### src/rtl/msg_fifo_arbiter_pkg.sv
// ----------------------------------------------------------------------------
// parser_defs
// Shared types for the parser lanes, the message FIFO and the arbiter that
// sits between them.
//   parsed_msg_t     : one parsed message as produced by parser_fsm
//   MAX_PARSER_LANES : upper bound on the number of parser lanes
//   arb_stat_t       : 16-bit statistics counter type
//   stat_sat_inc     : saturating increment for arb_stat_t counters
// ----------------------------------------------------------------------------
package parser_defs;

   localparam int MAX_PARSER_LANES = 8;

   typedef struct packed {
      logic [7:0]  msg_type;
      logic [15:0] msg_len;
      logic [31:0] payload;
   } parsed_msg_t;

   typedef logic [15:0] arb_stat_t;

   localparam arb_stat_t ARB_STAT_MAX = 16'hFFFF;

   // Counters stick at all-ones rather than wrapping back to zero.
   function automatic arb_stat_t stat_sat_inc(input arb_stat_t v);
      return (v == ARB_STAT_MAX) ? v : v + 16'd1;
   endfunction

endpackage

### src/rtl/msg_fifo_arbiter_rr_arbiter.sv
// ----------------------------------------------------------------------------
// rr_arbiter
// Purely combinational round-robin arbiter. Search starts at ptr and wraps
// modulo NUM_SRC; the first requesting index wins.
// Ports:
//   req     in  NUM_SRC  request vector
//   ptr     in  SRC_W    highest-priority index (must be < NUM_SRC)
//   gnt     out NUM_SRC  one-hot grant (zero when no request)
//   gnt_idx out SRC_W    index of the granted request (0 when none)
//   any_gnt out 1        at least one request present
// ----------------------------------------------------------------------------
module rr_arbiter #(
   parameter  int NUM_SRC = 4,
   localparam int SRC_W   = $clog2(NUM_SRC)
) (
   input  logic [NUM_SRC-1:0] req,
   input  logic [SRC_W-1:0]   ptr,
   output logic [NUM_SRC-1:0] gnt,
   output logic [SRC_W-1:0]   gnt_idx,
   output logic               any_gnt
);

   // One spare bit so ptr + k cannot overflow before the modulo wrap.
   logic [SRC_W:0]   cand;
   logic [SRC_W-1:0] idx;

   always_comb begin
      gnt     = '0;
      gnt_idx = '0;
      any_gnt = 1'b0;
      cand    = '0;
      idx     = '0;
      for (int k = 0; k < NUM_SRC; k++) begin
         cand = {1'b0, ptr} + (SRC_W+1)'(k);
         if (cand >= (SRC_W+1)'(NUM_SRC)) begin
            cand = cand - (SRC_W+1)'(NUM_SRC);
         end
         idx = cand[SRC_W-1:0];
         if (!any_gnt && req[idx]) begin
            gnt[idx] = 1'b1;
            gnt_idx  = idx;
            any_gnt  = 1'b1;
         end
      end
   end

endmodule

### src/rtl/msg_fifo_arbiter.sv
// ----------------------------------------------------------------------------
// msg_fifo_arbiter
// Lets NUM_SRC parser lanes share the single write port of msg_fifo. One lane
// is granted per cycle (round robin) into a one-entry output register, which
// then drives the FIFO write port while respecting fifo_full. An accepted
// message is never dropped (except by reset).
//
// Optional statistics are compiled in with the macro MSG_ARB_STATS_EN; without
// it grant_count and stall_cycles are constant zero and no counters exist.
//
// Ports:
//   clk            in  1                  clock
//   reset          in  1                  asynchronous, active-high reset
//   src_valid      in  NUM_SRC            lane i presents src_msg[i]
//   src_msg        in  NUM_SRC x msg      per-lane message
//   src_ready      out NUM_SRC            lane i accepted this cycle (one-hot/0)
//   fifo_full      in  1                  msg_fifo full flag
//   fifo_write_en  out 1                  msg_fifo write strobe
//   fifo_msg       out parsed_msg_t       message to msg_fifo
//   fifo_src_id    out SRC_W              lane that produced fifo_msg
//   grant_count    out NUM_SRC x 16       per-lane accept counters (saturating)
//   stall_cycles   out 16                 cycles held off by fifo_full
// ----------------------------------------------------------------------------
module msg_fifo_arbiter
   import parser_defs::*;
#(
   parameter  int NUM_SRC = 4,
   localparam int SRC_W   = $clog2(NUM_SRC)
) (
   input  logic                         clk,
   input  logic                         reset,
   input  logic        [NUM_SRC-1:0]    src_valid,
   input  parsed_msg_t [NUM_SRC-1:0]    src_msg,
   output logic        [NUM_SRC-1:0]    src_ready,
   input  logic                         fifo_full,
   output logic                         fifo_write_en,
   output parsed_msg_t                  fifo_msg,
   output logic        [SRC_W-1:0]      fifo_src_id,
   output arb_stat_t   [NUM_SRC-1:0]    grant_count,
   output arb_stat_t                    stall_cycles
);

   // Output stage and round-robin state
   logic             out_valid;
   parsed_msg_t      out_msg;
   logic [SRC_W-1:0] out_src;
   logic [SRC_W-1:0] rr_ptr;

   // Arbitration results
   logic [NUM_SRC-1:0] gnt;
   logic [SRC_W-1:0]   gnt_idx;
   logic               any_gnt;
   logic               load_ok;
   logic               accept;

   // Pointer moves to the lane just after the winner, wrapping at NUM_SRC-1.
   function automatic logic [SRC_W-1:0] next_ptr(input logic [SRC_W-1:0] g);
      return (g == SRC_W'(NUM_SRC-1)) ? '0 : g + SRC_W'(1);
   endfunction

   rr_arbiter #(
      .NUM_SRC (NUM_SRC)
   ) u_rr_arbiter (
      .req     (src_valid),
      .ptr     (rr_ptr),
      .gnt     (gnt),
      .gnt_idx (gnt_idx),
      .any_gnt (any_gnt)
   );

   // The output register may be reloaded when it is empty or is being
   // written to the FIFO in this same cycle, giving one message per cycle.
   assign fifo_write_en = out_valid && !fifo_full;
   assign load_ok       = !out_valid || fifo_write_en;
   assign src_ready     = load_ok ? gnt : '0;
   assign accept        = load_ok && any_gnt;

   assign fifo_msg      = out_msg;
   assign fifo_src_id   = out_src;

   // ---- output stage register ----
   always_ff @(posedge clk or posedge reset) begin
      if (reset) begin
         out_valid <= 1'b0;
         out_msg   <= '0;
         out_src   <= '0;
         rr_ptr    <= '0;
      end else if (accept) begin
         out_valid <= 1'b1;
         out_msg   <= src_msg[gnt_idx];
         out_src   <= gnt_idx;
         rr_ptr    <= next_ptr(gnt_idx);
      end else if (fifo_write_en) begin
         out_valid <= 1'b0;
      end
   end

`ifdef MSG_ARB_STATS_EN
   arb_stat_t [NUM_SRC-1:0] grant_cnt;
   arb_stat_t               stall_cnt;

   // ---- statistics counters ----
   always_ff @(posedge clk or posedge reset) begin
      if (reset) begin
         grant_cnt <= '0;
         stall_cnt <= '0;
      end else begin
         if (accept) begin
            grant_cnt[gnt_idx] <= stat_sat_inc(grant_cnt[gnt_idx]);
         end
         if (out_valid && fifo_full) begin
            stall_cnt <= stat_sat_inc(stall_cnt);
         end
      end
   end

   assign grant_count  = grant_cnt;
   assign stall_cycles = stall_cnt;
`else
   assign grant_count  = '0;
   assign stall_cycles = '0;
`endif

endmodule
### config.mk
export PLATFORM = sky130hd
export DESIGN_NAME = msg_fifo_arbiter
export DESIGN_NICKNAME = d
export VERILOG_FILES = /design/src/rtl/msg_fifo_arbiter_pkg.sv /design/src/rtl/msg_fifo_arbiter_rr_arbiter.sv /design/src/rtl/msg_fifo_arbiter.sv
export SDC_FILE = /design/constraint.sdc
export NUM_CORES = 1
export LEC_CHECK = 0
export BUFFER_PORTS_ARGS = -buffer_cell sky130_fd_sc_hd__buf_2
export CAP_MARGIN = 10
export CORE_AREA = 2 2 145 147
export DETAILED_ROUTE_END_ITERATION = 10
export DIE_AREA = 0 0 147 149
export GPL_TIMING_DRIVEN = 0
export PLACE_DENSITY = 0.6
export SYNTH_ARGS = -nofsm -noshare
export SYNTH_HDL_FRONTEND = slang
export SYNTH_SLANG_ARGS = --single-unit
export TNS_END_PERCENT = 50
### constraint.sdc
create_clock -name clk -period 6.5 [get_ports clk]
set_input_delay 0.325 -clock clk [delete_from_list [all_inputs] [get_ports clk]]
set_output_delay 0.325 -clock clk [all_outputs]
set_load 0.02 [all_outputs]
; ---- Yosys cells after proc, flatten, opt, wreduce, memory -nomap -nowiden
; Index checks and enable logic that the tools add are counted.
[totals]
ff_bits = 61
in_bits = 231
output_inout_bits = 143
word_cells = 85
[op_classes]
addsub = 8
n_lt_le_gt_ge = 13
n_eq_ne = 1
n_mux = 38
bitwise_logic = 3
n_reduce_logical = 16
[ops]
columns = op, count
row1 = $bmux W56 S2, 1
row2 = $mux W56, 1
row3 = $mux W4, 5
row4 = $mux W2, 9
row5 = $lt A2 B3 Y1 const B, 5
row6 = $mux W1, 14
row7 = $or A4 B4 Y4, 3
row8 = $ge A3 B3 Y1 const B, 3
row9 = $logic_and A1 B1 Y1, 9
row10 = $bmux W1 S2, 4
row11 = $demux W1 S2, 4
row12 = $ge A2 B1 Y1 const B, 4
row13 = $sub A2 B1 Y2 const B, 4
row14 = $add A2 B2 Y3 const B, 2
row15 = $logic_not A1 Y1, 5
row16 = $add A2 B1 Y3 const B, 1
row17 = $ge A2 B3 Y1 const B, 1
row18 = $add A2 B1 Y2 const B, 1
row19 = $eq A2 B2 Y1 const B, 1
row20 = $reduce_bool A2 Y1, 1
row21 = $logic_or A1 B1 Y1, 1

; ---- Logic depth before layout (Yosys ltp)
[logic_depth]
ltp_word = 16
ltp_mapped = 12
depth_no_buf = 8

; ---- Cells and area by module
; A second synthesis with hierarchy kept.
[hier_totals]
cells_unflattened = 333
hier_area_um2 = 4760.8
[by_module_without_submodules]
columns = mod, n_inst, cells_per_inst, area_per_inst_um2, seq_area_each_um2
row1 = msg_fifo_arbiter, 1, 288, 4339.2, 1526.5
row2 = rr_arbiter, 1, 45, 421.7, 0.0

; ---- Least setup slack after synthesis
; No wires, ideal clock.
[synth_path]
kind = register -> output
startpoint = reg rr_ptr[1]
endpoint = out src_ready[0]
arrival_ns = 2.409
t_required_ns = 6.175
path_slack_ns = 3.766
path_stages_with_launch = 10
path_buffers = 2
path_cell_list = dfrtp_1 -> clkbuf_1 -> inv_1 -> ha_1 -> buf_2 -> mux4_2 -> a21oi_2 -> a22o_1 -> mux2i_1 -> a21oi_1
[synth_via]
elab_chain_cells = 15
elab_cells_between_ends = 60
cone_classes = 7 x add/sub / 12 x order compare / 28 x mux / 3 x bitwise / 10 x reduce/logical
[synth_rtl]
columns = item, line_no
row1 = start: declaration, msg_fifo_arbiter.sv:47  ; logic [SRC_W-1:0] rr_ptr;
row2 = start signal: assignment, msg_fifo_arbiter.sv:92  ; rr_ptr <= next_ptr(gnt_idx);
row3 = branches (longest 13 deep; another with $add A2 B1 Y3), -
row4 = $mux W4 (*), msg_fifo_arbiter_rr_arbiter.sv:39  ; if (!any_gnt && req[idx]) begin
row5 = $mux W4 (*), msg_fifo_arbiter.sv:75  ; assign src_ready = load_ok ? gnt : '0;
row6 = end: declaration, msg_fifo_arbiter.sv:34  ; output logic [NUM_SRC-1:0] src_ready,
; Every way passes the cells marked *. The select of a mux whose other input is x is not followed.

; ---- Final worst setup path
[layout_path]
startpoint = reg rr_ptr[1]
endpoint = out src_ready[2]
; The elaborated chain is that of the path after synthesis.

==> metrics.yaml <==
dp_hpwl_um: 14400
diodes: 0
max_freq_mhz: 285
hold_viol: 0
drtIter0Drc: 162
crit_path_start_kind: "flop"
wl_per_cell_um: 15.5
crit_required_ns: 6.17
crit_path_max_fanout: 10
first_pass_iters: 4
dieArea_sq_mm: 0.0219
finalNonFillerCells: 1147
finalSetupViolCount: 0
clkTransAtPathRegs_ns: 0.06
post-place-ws_ns: 3.33
multi_input_area_sq_mm: 0.00287
syn_avg_cell_area_sq_um: 10.3
dp_cells: 1131
port_buffers: 293
synth.largest_area_cell: "dfrtp_1"
htree_levels: 3
vias_per_cell: 4.22
relSlewSlack: 0.515
start_util: 0.242
ys_types: 43
die_w_um: 147
hp-class: "in2async"
num_rows: 53
synth_edf_count: 0
synth_cells: 483
slew_viol_final: 0
worst_slack_ns: 2.99
placed_cell_area_sq_mm: 0.00711
powerDensity_mw_per_mm2: 440
drive_above_1_share: 0.522
cts-root-buf: "clkbuf_16"
maxCapViolations: 0
cts_tree: "built"
finalSetupTns_ns: 0
clk_latency_ns: 0.33
endpoint_kind: "output port"
final_antenna_net_count: 0
cts_buffers: 9
synthArstFlopShare: 1.00
synthFlopType: "dfrtp_1"
die_h_um: 149
drc: 0
cts_hold_buf: 0
final_common_cell: "buf_2"
synth_top_area_share: 0.307
vias: 4838
grt_pass1_vias: 4800
min_period_ns: 3.51
rsz0062_at_grt: "false"
cts_resized: 0
grtUsageTotal: 0.157
skew_ns: 0.00875
post-cts-setup-buffers: 0
gr-total-overflow: 0
syn2layout_area_growth_pct: 48.8
place_congestion: 0.795
ys_ff_latch: 61
ys_seq_area_frac: 0.307
status: "finished, final reports clean"
final_cell_mix: "buf_2 (302), mux2i_1 (118), buf_4 (88)"
nFillCells: 2163
clockBufferDepth: 2
coreArea_sq_mm: 0.0206
layout.area.seq_sq_mm: 0.00153
num_io_pins: 374
fin_nets: 1105
peakVddDrop_mv: 0.206
grt_max_degree: 37
synth_area_leaders: "dfrtp_1 (31%), mux2i_1 (24%), buf_4 (13%)"
cp.arrival_ns: 3.19
wl_um: 17800
period_share: 0.541
final_area_sq_mm: 0.00741
antenna_found_initial: 0
p_leak_nw: 4.17
cts_sinks: 61
ys_warn_count: 0
crit_type: "reg2out"
worst_pin_slew_ns: 0.727
grt_pass1_wl_um: 26300
synth_area_sq_mm: 0.00498
r2r_setup_slack_ns: 3.42
==> synth_stat cells, types with 2 or more instances <==
master	n
a22o_1	4
o221ai_2	30
mux2_2	2
inv_1	3
a21oi_1	6
clkbuf_1	10
dfrtp_1	61
nand2_1	68
buf_2	9
xnor2_1	2
nor2b_1	3
nor3_1	2
ha_1	7
o221ai_1	26
buf_6	9
buf_4	88
nand2b_1	4
mux2i_1	118
o21ai_1	3
nor2_1	4
a21o_1	2
==> cells by family after synthesis <==
family                   Yosys count  share of synthesized area
multiplexers                     122                      0.249
other                              1                   0.000753
buffers and inverters            121                      0.176
flip-flops                        61                      0.307
XOR/XNOR                           3                    0.00679
adder cells (fa/ha/maj)            7                     0.0176
AND/OR/NAND/NOR                   88                     0.0741
AO/OA/AOI/OAI                     80                      0.169
==> stage by stage <==
step / hold slack [ns] / power, mW / util
detailed placement: 0.435 / 2.81 / 0.346
global route: 0.0908 / 3.48 / 0.360
CTS: 0.0649 / 3.32 / 0.360
global placement: 0.455 / 2.78 / 0.345
finish: 0.0488 / 3.26 / 0.360
floorplan: 0.463 / 2.18 / -
==> critical path, stage by stage, from the launching register on <==
cell,delay (ns)
dfrtp_1,0.45
clkbuf_1,0.38
inv_1,0.21
ha_1,0.31
buf_2,0.17
nor3_1,0.23
nor2b_1,0.15
a31oi_1,0.05
o21ai_0,0.45
nand2_1,0.11
a21oi_1,0.15
buf_2,0.20
==> final cells by class <==
| cell class | count | share of cell area |
|---|---|---|
| Multi-Input combinational cell | 380 | 0.388 |
| Sequential cell | 61 | 0.206 |
| Timing Repair Buffer | 294 | 0.201 |
| Buffer | 117 | 0.116 |
| Tap cell | 275 | 0.0465 |
| Clock buffer | 11 | 0.0328 |
| Clock inverter | 5 | 0.00794 |
| Inverter | 4 | 0.00203 |
==> state kept, by name, indices dropped and copies added, names as in the netlist <==
| signal | flops |
|---|---|
| fifo_msg | 56 |
| fifo_src_id | 2 |
| out_valid | 1 |
| rr_ptr | 2 |
==> power breakdown <==
group | total [mW] | switching (mW) | internal (mW)
sequential | 0.683 | 0.114 | 0.569
clock | 0.495 | 0.187 | 0.308
combinational | 2.08 | 1.21 | 0.871
==> routing by layer <==
layer,global-route usage,part of all wire
met1,0.194,0.40
met2,0.275,0.49
met3,0.0379,0.087
met4,0.0433,0.015
met5,0,0
==> path summary, 6_finish.rpt <==
| kind | endpoint | start | depth (start not counted) |
|---|---|---|---|
| setup / recovery | src_ready[2] | rr_ptr[1] | 11 |
| hold / removal | fifo_msg[22] | reset | 2 |
| setup reg to reg | fifo_msg[45] | rr_ptr[1] | 12 |
| hold reg to reg | fifo_src_id[0] | fifo_src_id[0] | 2 |
| max in group asynchronous | fifo_msg[45] | reset | 3 |
| min in group clk | fifo_msg[20] | src_msg[132] | 3 |
(Power assumes the default switching activity.)
